### src/rtl/vu_wb_pkg.sv
// Shared types and helpers for the vector register-file write-back scheduler.
package vu_wb_pkg;

  localparam int VREG_W   = 5;
  localparam int NUM_VREG = 32;

  typedef struct packed {
    logic [VREG_W-1:0] rnum;
    logic [1:0]        bwe;
    logic              xpose;
  } ld_wr_t;

  typedef enum logic [1:0] {
    ST_IDLE,
    ST_ISSUE,
    ST_DEFER,
    ST_STARVED
  } wb_state_e;

  function automatic logic [NUM_VREG-1:0] rnum_onehot(input logic [VREG_W-1:0] rnum);
    logic [NUM_VREG-1:0] oh;
    oh       = '0;
    oh[rnum] = 1'b1;
    return oh;
  endfunction

endpackage

### src/rtl/vurf_ldq2.sv
// Compacting load-write FIFO: entry 0 is always the head, valid bits stay contiguous.
module vurf_ldq2
  import vu_wb_pkg::*;
#(
  parameter int DEPTH = 2
) (
  input  logic                clk_i,
  input  logic                reset_i,
  input  logic                push_i,
  input  ld_wr_t              push_data_i,
  input  logic                pop_i,
  output logic                full_o,
  output logic                empty_o,
  output logic                head_vld_nxt_o,
  output ld_wr_t              head_o,
  output logic [NUM_VREG-1:0] pend_o
);

  ld_wr_t           ent_q [DEPTH];
  ld_wr_t           ent_d [DEPTH];
  logic [DEPTH-1:0] vld_q;
  logic [DEPTH-1:0] vld_d;
  logic             placed;

  always_comb begin
    ent_d  = ent_q;
    vld_d  = vld_q;
    placed = 1'b0;
    if (pop_i) begin
      for (int i = 0; i < DEPTH - 1; i++) begin
        ent_d[i] = ent_q[i+1];
      end
      vld_d = vld_q >> 1;
    end
    // Push lands in the first slot left free after any pop this cycle.
    for (int i = 0; i < DEPTH; i++) begin
      if (push_i && !placed && !vld_d[i]) begin
        ent_d[i] = push_data_i;
        vld_d[i] = 1'b1;
        placed   = 1'b1;
      end
    end
  end

  always_ff @(posedge clk_i) begin
    if (reset_i) begin
      vld_q <= '0;
      for (int i = 0; i < DEPTH; i++) begin
        ent_q[i] <= '0;
      end
    end else begin
      vld_q <= vld_d;
      ent_q <= ent_d;
    end
  end

  always_comb begin
    pend_o = '0;
    for (int i = 0; i < DEPTH; i++) begin
      if (vld_q[i]) begin
        pend_o = pend_o | rnum_onehot(ent_q[i].rnum);
      end
    end
  end

  assign full_o         = vld_q[DEPTH-1];
  assign empty_o        = !vld_q[0];
  assign head_vld_nxt_o = vld_d[0];
  assign head_o         = ent_q[0];

endmodule

### src/rtl/vurf_wr_sched.sv
// VRF write-port scheduler: datapath writes always win, load writes are buffered and deferred on collision.
// state | meaning: IDLE fifo empty | ISSUE head valid, not deferred | DEFER head deferred | STARVED defer count saturated
module vurf_wr_sched
  import vu_wb_pkg::*;
#(
  parameter int LDQ_DEPTH  = 2,
  parameter int STARVE_MAX = 4
) (
  input  logic                clk_i,
  input  logic                reset_i,
  input  logic                dp_wr_en_i,
  input  logic [VREG_W-1:0]   dp_vd_i,
  input  logic                dp_div_type_i,
  input  logic [2:0]          dp_div_elem_i,
  input  logic                ld_req_i,
  output logic                ld_ack_o,
  input  logic [VREG_W-1:0]   ld_rnum_in_i,
  input  logic [1:0]          ld_bwe_in_i,
  input  logic                ld_xpose_in_i,
  output logic                wbv_wr_en_o,
  output logic [VREG_W-1:0]   vd_o,
  output logic                wb_div_type_o,
  output logic [2:0]          wb_div_elem_o,
  output logic [VREG_W-1:0]   ld_rnum_o,
  output logic [1:0]          bwe_o,
  output logic                xpose_o,
  output logic [NUM_VREG-1:0] ld_pend_o,
  output logic                dp_hold_o
);

  localparam int              CNT_W   = $clog2(STARVE_MAX + 1);
  localparam logic [CNT_W-1:0] CNT_MAX = CNT_W'(STARVE_MAX);

  logic        q_full;
  logic        q_empty;
  logic        q_head_vld_nxt;
  ld_wr_t      q_head;
  logic        q_push;
  logic        q_pop;

  ld_wr_t      ld_in;
  ld_wr_t      cand;
  logic        cand_vld;
  logic        collide;
  logic        issue;

  logic              wbv_q, wbv_d;
  logic [VREG_W-1:0] vd_q, vd_d;
  logic              div_type_q, div_type_d;
  logic [2:0]        div_elem_q, div_elem_d;
  logic [VREG_W-1:0] ld_rnum_q, ld_rnum_d;
  logic [1:0]        bwe_q, bwe_d;
  logic              xpose_q, xpose_d;
  logic [CNT_W-1:0]  defer_q, defer_d;
  wb_state_e         state_q, state_d;

  vurf_ldq2 #(
    .DEPTH (LDQ_DEPTH)
  ) u_ldq (
    .clk_i          (clk_i),
    .reset_i        (reset_i),
    .push_i         (q_push),
    .push_data_i    (ld_in),
    .pop_i          (q_pop),
    .full_o         (q_full),
    .empty_o        (q_empty),
    .head_vld_nxt_o (q_head_vld_nxt),
    .head_o         (q_head),
    .pend_o         (ld_pend_o)
  );

  assign ld_ack_o = !q_full;

  // The head has priority; the incoming request is only a candidate when nothing is buffered.
  always_comb begin
    ld_in.rnum  = ld_rnum_in_i;
    ld_in.bwe   = ld_bwe_in_i;
    ld_in.xpose = ld_xpose_in_i;
    cand        = q_empty ? ld_in : q_head;
    cand_vld    = !q_empty || ld_req_i;
    collide     = cand_vld && dp_wr_en_i && (dp_vd_i == cand.rnum);
    issue       = cand_vld && !collide;
    q_pop       = !q_empty && issue;
    q_push      = ld_req_i && ld_ack_o && !(q_empty && issue);
  end

  always_comb begin
    defer_d = '0;
    if (!q_empty && collide) begin
      defer_d = (defer_q == CNT_MAX) ? CNT_MAX : defer_q + CNT_W'(1);
    end
  end

  always_comb begin
    wbv_d      = dp_wr_en_i;
    vd_d       = dp_vd_i;
    div_type_d = dp_div_type_i;
    div_elem_d = dp_div_elem_i;
    ld_rnum_d  = ld_rnum_q;
    xpose_d    = xpose_q;
    bwe_d      = '0;
    if (issue) begin
      ld_rnum_d = cand.rnum;
      bwe_d     = cand.bwe;
      xpose_d   = cand.xpose;
    end
  end

  always_comb begin
    state_d = ST_IDLE;
    if (q_head_vld_nxt) begin
      if (defer_d == CNT_MAX) begin
        state_d = ST_STARVED;
      end else if (defer_d != '0) begin
        state_d = ST_DEFER;
      end else begin
        state_d = ST_ISSUE;
      end
    end
  end

  always_ff @(posedge clk_i) begin
    if (reset_i) begin
      state_q <= ST_IDLE;
    end else begin
      state_q <= state_d;
    end
  end

  always_ff @(posedge clk_i) begin
    if (reset_i) begin
      wbv_q      <= 1'b0;
      vd_q       <= '0;
      div_type_q <= 1'b0;
      div_elem_q <= '0;
      ld_rnum_q  <= '0;
      bwe_q      <= '0;
      xpose_q    <= 1'b0;
      defer_q    <= '0;
    end else begin
      wbv_q      <= wbv_d;
      vd_q       <= vd_d;
      div_type_q <= div_type_d;
      div_elem_q <= div_elem_d;
      ld_rnum_q  <= ld_rnum_d;
      bwe_q      <= bwe_d;
      xpose_q    <= xpose_d;
      defer_q    <= defer_d;
    end
  end

  assign wbv_wr_en_o   = wbv_q;
  assign vd_o          = vd_q;
  assign wb_div_type_o = div_type_q;
  assign wb_div_elem_o = div_elem_q;
  assign ld_rnum_o     = ld_rnum_q;
  assign bwe_o         = bwe_q;
  assign xpose_o       = xpose_q;
  assign dp_hold_o     = (state_q == ST_STARVED);

endmodule

### config.mk
export PLATFORM = sky130hd
export DESIGN_NAME = vurf_wr_sched
export DESIGN_NICKNAME = d
export VERILOG_FILES = /design/src/rtl/vu_wb_pkg.sv /design/src/rtl/vurf_ldq2.sv /design/src/rtl/vurf_wr_sched.sv
export SDC_FILE = /design/constraint.sdc
export NUM_CORES = 1
export LEC_CHECK = 0
export CORE_MARGIN = 2
export CORE_UTILIZATION = 40
export DETAILED_ROUTE_END_ITERATION = 8
export GPL_ROUTABILITY_DRIVEN = 0
export HOLD_SLACK_MARGIN = 0.06
export MAX_ROUTING_LAYER = met4
export PLACE_DENSITY = 0.69
export SYNTH_ARGS = -nofsm -noshare
export SYNTH_HDL_FRONTEND = slang
export SYNTH_SLANG_ARGS = --single-unit
### constraint.sdc
create_clock -name clk_i -period 4.5 [get_ports clk_i]
set_clock_uncertainty 0.1 [all_clocks]
set_input_delay 0.675 -clock clk_i [delete_from_list [all_inputs] [get_ports clk_i]]
set_output_delay 0.675 -clock clk_i [all_outputs]
set_load 0.05 [all_outputs]
==> flow_summary.json, run 1 <==
{
  "drtPass1Iterations": 5,
  "ios": 73,
  "crit_chain": "buf_4, inv_1, or3_1, o22ai_1, clkdlybuf4s50_1",
  "crit_path_start_kind": "register",
  "drv_cap": 0,
  "cts-buffers-inserted": 5,
  "hold_viol_final": 0,
  "power_leakage_nw": 1.10,
  "max-vdd-ir-drop_v": 0.000168,
  "ant_nets": 0,
  "multiInputGateArea_sq_mm": 0.00129,
  "status": "completed",
  "endpoint_kind": "output port",
  "synth_top_area_share_pct": 36.5,
  "relSlewSlack_pct": 45.4,
  "cp_slowest_stage_delay_ns": 0.83,
  "clock_sinks": 41,
  "reg2reg_slack_ns": 1.90,
  "tightestPinTransition_ns": 0.818,
  "nFillCells": 499,
  "whs_ns": 0.395,
  "setup_slack_ns": 1.13,
  "path_buf_inv": 3,
  "grt_pass1_vias": 1927,
  "synth_warnings": 0,
  "yosysMostFrequentCell": "dfxtp_1",
  "ys_top_cells_by_area": "dfxtp_1, mux2i_1, o22ai_1, mux2_2, nand3b_1",
  "grt_usage_pct": 19.3,
  "ys_seq_elements": 41,
  "pwr_density_cell_mw_per_mm2": 274,
  "die-height_um": 79.0,
  "cts.reportedPaths.clkPinSlew_ns": 0.08,
  "p_int_w": 0.000645,
  "drcViolationCount": 0,
  "root_buffer": "clkbuf_8",
  "drtIter0Drc": 101,
  "worstRegToRegCells": 7,
  "post_cts_buffers": 0,
  "rsz0062_at_grt": "no",
  "hold-path-endpoint": "bwe_o[1]",
  "place_ws_ns": 1.22,
  "syn-num-nets": 272,
  "synth_cells": 249,
  "ys_async_sr_fraction_pct": 0,
  "num_vias": 2143,
  "p_comb_share_pct": 13.8,
  "setup_tns_ns": 0,
  "dp_hpwl_mm": 4.35,
  "num_antenna_cells": 0,
  "seq_area_sq_um": 821,
  "wire_per_inst_um": 15.3,
  "hold_path.class": "reg2reg",
  "synth.distinct_cells": 37,
  "grt_max_degree": 31,
  "syn2layout_area_growth_pct": 37.9,
  "cp.required_ns": 3.72,
  "fin_crit_ns": 3.37,
  "cts_hold_buf": 0,
  "seqPwrFrac_pct": 44.4,
  "die_w_um": 79.0,
  "max_freq_mhz": 297,
  "ys.flop_type": "dfxtp_1",
  "hp-start": "u_ldq.head_o[2]",
  "timing.final.crit_share_pct": 74.9,
  "stdcell_count": 382,
  "core_area_sq_mm": 0.00547,
  "synth_top_cell_by_area": "dfxtp_1",
  "p_switching_w": 0.000203,
  "dieArea_sq_mm": 0.00623,
  "clockPowerShare_pct": 41.9,
  "setup-violations-final": 0,
  "r2r-end": "defer_q[0]",
  "avgSynthCellArea_sq_um": 9.02,
  "start_util_pct": 41.1,
  "crit_type": "reg2out",
  "cts_max_level": 2,
  "cp_data_arrival_time_ns": 2.59,
  "drt_wl_total_mm": 5.84,
  "antenna_found_initial": 0,
  "grt-ovfl-total": 0,
  "timing.rr.start": "u_ldq.vld_q[0]",
  "yosysSeqAreaShare_pct": 36.5,
  "portBuffers": 72,
  "cts_tree": "built",
  "path_delay_family": "buffers and inverters",
  "startpoint": "u_ldq.vld_q[0]",
  "switching_share_pct": 23.9,
  "drive_above_1_share_pct": 9.03,
  "viasPerCell": 5.61,
  "ys_top_cells_by_count": "dfxtp_1, o22ai_1, mux2i_1",
  "cts_resized": 0,
  "synth_area_sq_mm": 0.00225,
  "placementRows": 27,
  "synth-edff-count": 0,
  "drv_slew": 0,
  "cts_buffer_depth": 2,
  "cp_max_fo": 21,
  "utilization_pct": 56.6,
  "dp_cells": 374,
  "grt_pass1_wl_mm": 9.31,
  "finalNetCount": 332,
  "worst_skew_pair.late_latency_ns": 0.30,
  "cp_slowest_cell": "clkdlybuf4s50_1",
  "holdPathStages": 2
}
[cells by family after synthesis]
family / after synthesis / synth area share, %
and+or+nand+nor: 75 / 18.8
buffers and inverters: 27 / 6.01
adders and majority gates: 2 / 1.11
xor gates and xnor gates: 6 / 2.34
muxes: 39 / 18.0
DFF: 41 / 36.5
AOI/OAI and AO/OA: 59 / 17.3
[worst min-delay path: stages, from the launching register on]
cell and delay [ns]:
dfxtp_1 0.34, nand2_1 0.06, a211oi_1 0.05
[per-layer routing]
metal  global-route usage [%]  routed length, um  share of wire, %
met1                     25.6               2680                46
met2                     29.7               2700                46
met3                     3.98                393               6.7
met4                     6.21                 68               1.2
met5                        -                  0                 0
[metrics by stage]
step | total power, W | cell area (sq um)
finish | 0.000848 | 3100
global route | 0.000881 | 3100
CTS | 0.000859 | 3100
detailed placement | 0.000502 | 2960
global placement | 0.000501 | 2960
floorplan | 0.000454 | 2250
[registers in the layout, summed over array words and instances (netlist names)]
name,flops
bwe_o,2
defer_q,3
ld_rnum_o,5
state_q,2
u_ldq.ent_q,8
u_ldq.head_o,8
u_ldq.vld_q,2
vd_o,5
wb_div_elem_o,3
wb_div_type_o,1
wbv_wr_en_o,1
xpose_o,1
[final cells by class]
class                           instances  area share (%)
Sequential cell                        41            26.5
Multi-Input combinational cell        181            41.7
Tap cell                               72            2.91
Timing Repair Buffer                   74            23.7
Clock buffer                            5            2.22
Clock inverter                          3            2.22
Inverter                                6           0.727
[cell usage in the layout (no fill, tap or decap), drive strengths merged, types with 5 or more instances in the layout]
cell type,count
o22ai,40
nand3,8
clkdlybuf4s50,72
a211oi,9
or3,5
nor2b,11
nor2,21
mux2i,31
clkbuf,5
dfxtp,41
nand2,6
mux2,8
nand3b,11
xnor2,6
inv,7
[worst max path at each step]
stage	endpoint	slack (ns)	cells past startpoint
finish	ld_pend_o[0]	1.13	5
global route	ld_pend_o[16]	1.02	5
CTS	ld_pend_o[0]	1.14	5
detailed placement	u_ldq.head_o[4]	1.22	6
global placement	u_ldq.head_o[2]	1.35	6
floorplan	ld_pend_o[28]	1.72	5
[power by group through the flow]
stage	Combinational (W)	Sequential [W]	Clock (W)
after global routing	0.000124	0.000377	0.000380
after floorplan	0.0000365	0.000417	0
final	0.000117	0.000376	0.000355
after detailed placement	0.000117	0.000385	0
after global placement	0.000117	0.000384	0
after CTS	0.000117	0.000376	0.000366
Note: power is estimated with default switching activity, not from simulation.
==> run 2, diff against run 1 <==
--- a/config.mk
+++ b/config.mk
@@ -11,7 +11,7 @@
 export GPL_ROUTABILITY_DRIVEN = 0
 export HOLD_SLACK_MARGIN = 0.06
 export MAX_ROUTING_LAYER = met4
-export PLACE_DENSITY = 0.69
+export PLACE_DENSITY = 0.72
 export SYNTH_ARGS = -nofsm -noshare
 export SYNTH_HDL_FRONTEND = slang
 export SYNTH_SLANG_ARGS = --single-unit
==> constraint.sdc (replaced) <==
create_clock -name clk_i -period 3.04 [get_ports clk_i]
set_clock_uncertainty 0.1 [all_clocks]
set_input_delay 0.456 -clock clk_i [delete_from_list [all_inputs] [get_ports clk_i]]
set_output_delay 0.456 -clock clk_i [all_outputs]
set_load 0.05 [all_outputs]
==> run 2 against run 1 <==
Net effect:
- flip-flop and latch count unchanged
- die area unchanged
- global-route usage up 0.40 points
- critical path depth down 2
- critical path type unchanged
- cell area up 1.5%
- routed wire length up 2.5%
==> flow_summary.json, run 2 (same netlist as run 1, synthesis figures left out) <==
{
  "endpoint_kind": "output port",
  "crit_type": "reg2out",
  "root_buffer": "clkbuf_8",
  "max_freq_mhz": 357,
  "die-height_um": 79.0,
  "start_util_pct": 41.1,
  "dp_cells": 382,
  "grt_pass1_wl_mm": 9.63,
  "fin_crit_ns": 2.80,
  "clock_sinks": 41,
  "drv_cap": 0,
  "viasPerCell": 5.57,
  "ios": 73,
  "drive_above_1_share_pct": 18.2,
  "setup-violations-final": 0,
  "timing.final.crit_share_pct": 92.2,
  "cts_buffer_depth": 2,
  "placementRows": 27,
  "mostFrequentLayoutCell": "clkdlybuf4s50_1",
  "cp.required_ns": 2.48,
  "finalNetCount": 340,
  "nFillCells": 501,
  "num_vias": 2172,
  "grt_max_degree": 31,
  "cts_resized": 0,
  "pwr_density_cell_mw_per_mm2": 341,
  "drtPass1Iterations": 4,
  "drtIter0Drc": 121,
  "stdcell_count": 390,
  "grt-ovfl-total": 0,
  "drcViolationCount": 0,
  "hold_path.class": "reg2reg",
  "core_area_sq_mm": 0.00547,
  "worst_skew_pair.late_latency_ns": 0.29,
  "grt_usage_pct": 19.7,
  "crit_path_start_kind": "register",
  "grt_pass1_vias": 1963,
  "cp_data_arrival_time_ns": 2.25,
  "dieArea_sq_mm": 0.00623,
  "dp_hpwl_mm": 4.47,
  "drt_wl_total_mm": 5.98,
  "rsz0062_at_grt": "no",
  "cts.reportedPaths.clkPinSlew_ns": 0.07,
  "hold_viol_final": 0,
  "portBuffers": 72,
  "cts_hold_buf": 0,
  "antenna_found_initial": 0,
  "final_cell_mix": "clkdlybuf4s50_1, dfxtp_1, o22ai_1",
  "syn2layout_area_growth_pct": 40.0,
  "cp_max_fo": 11,
  "max-vdd-ir-drop_v": 0.000272,
  "cts-buffers-inserted": 5,
  "cts_tree": "built",
  "post_cts_buffers": 0,
  "power_leakage_nw": 1.18,
  "ant_nets": 0,
  "die_w_um": 79.0,
  "setup_tns_ns": 0,
  "wire_per_inst_um": 15.3,
  "status": "completed",
  "drv_slew": 0,
  "cts_max_level": 2,
  "tightestPinTransition_ns": 0.516,
  "num_antenna_cells": 0,
  "relSlewSlack_pct": 65.5
}
==> run 2: changes by cell type in the layout (fill, tap and decap cells not counted), sizes merged <==
cell	before	now
clkdlybuf4s50	72	49
clkbuf	5	6
buf	2	33
clkinv	0	2
bufinv	2	0
inv	7	6
==> run 2: worst max-delay path, cell delays in order (launching register included) <==
cell and delay [ns]:
dfxtp_1 0.41, or3b_2 0.52, o22ai_1 0.18, clkdlybuf4s50_1 0.84
==> run 2: layout make-up <==
class                   instances  area, sq um  share of cell area, %
flip-flops and latches         41          821                   26.1
multi-input cells             181         1290                   41.1
clock inverters                 2         10.0                  0.318
well taps                      72         90.1                   2.86
clock buffers                   6         72.6                   2.31
inverters                       6         22.5                  0.716
repair buffers                 82          838                   26.7
==> run 2: report_power, final <==
part           internal [W]  switching (W)
Clock              0.000159       0.000178
Sequential         0.000551     0.00000578
Combinational     0.0000762       0.000101
==> run 2: layer usage <==
layer,vias to the layer above,part of all wire [%],global-route usage (%)
met4,0,1.1,4.66
li1,1053,-,-
met1,1019,48,27.4
met5,-,0,-
met3,8,6.1,3.98
met2,92,45,29.7
==> run 2: final timing paths <==
path / start / slack [ns] / endpoint / cells after the start
setup / recovery: u_ldq.head_o[7] / 0.24 / ld_pend_o[6] / 3
hold / removal: u_ldq.head_o[2] / 0.39 / bwe_o[1] / 2
setup reg to reg: u_ldq.vld_q[0] / 0.65 / u_ldq.head_o[7] / 8
hold reg to reg: u_ldq.head_o[2] / 0.39 / bwe_o[1] / 2
==> run 2: through the flow <==
step	hold slack (ns)	area (sq um)	worst slack (ns)	total power (W)	utilization, %
after floorplan	0.345	2250	0.482	0.000672	-
after global placement	0.373	3060	0.464	0.000745	56.0
after detailed placement	0.378	3060	0.392	0.000747	56.0
after CTS	0.394	3150	0.246	0.00108	57.5
after global routing	0.423	3150	0.162	0.00112	57.5
final	0.392	3150	0.238	0.00107	57.5
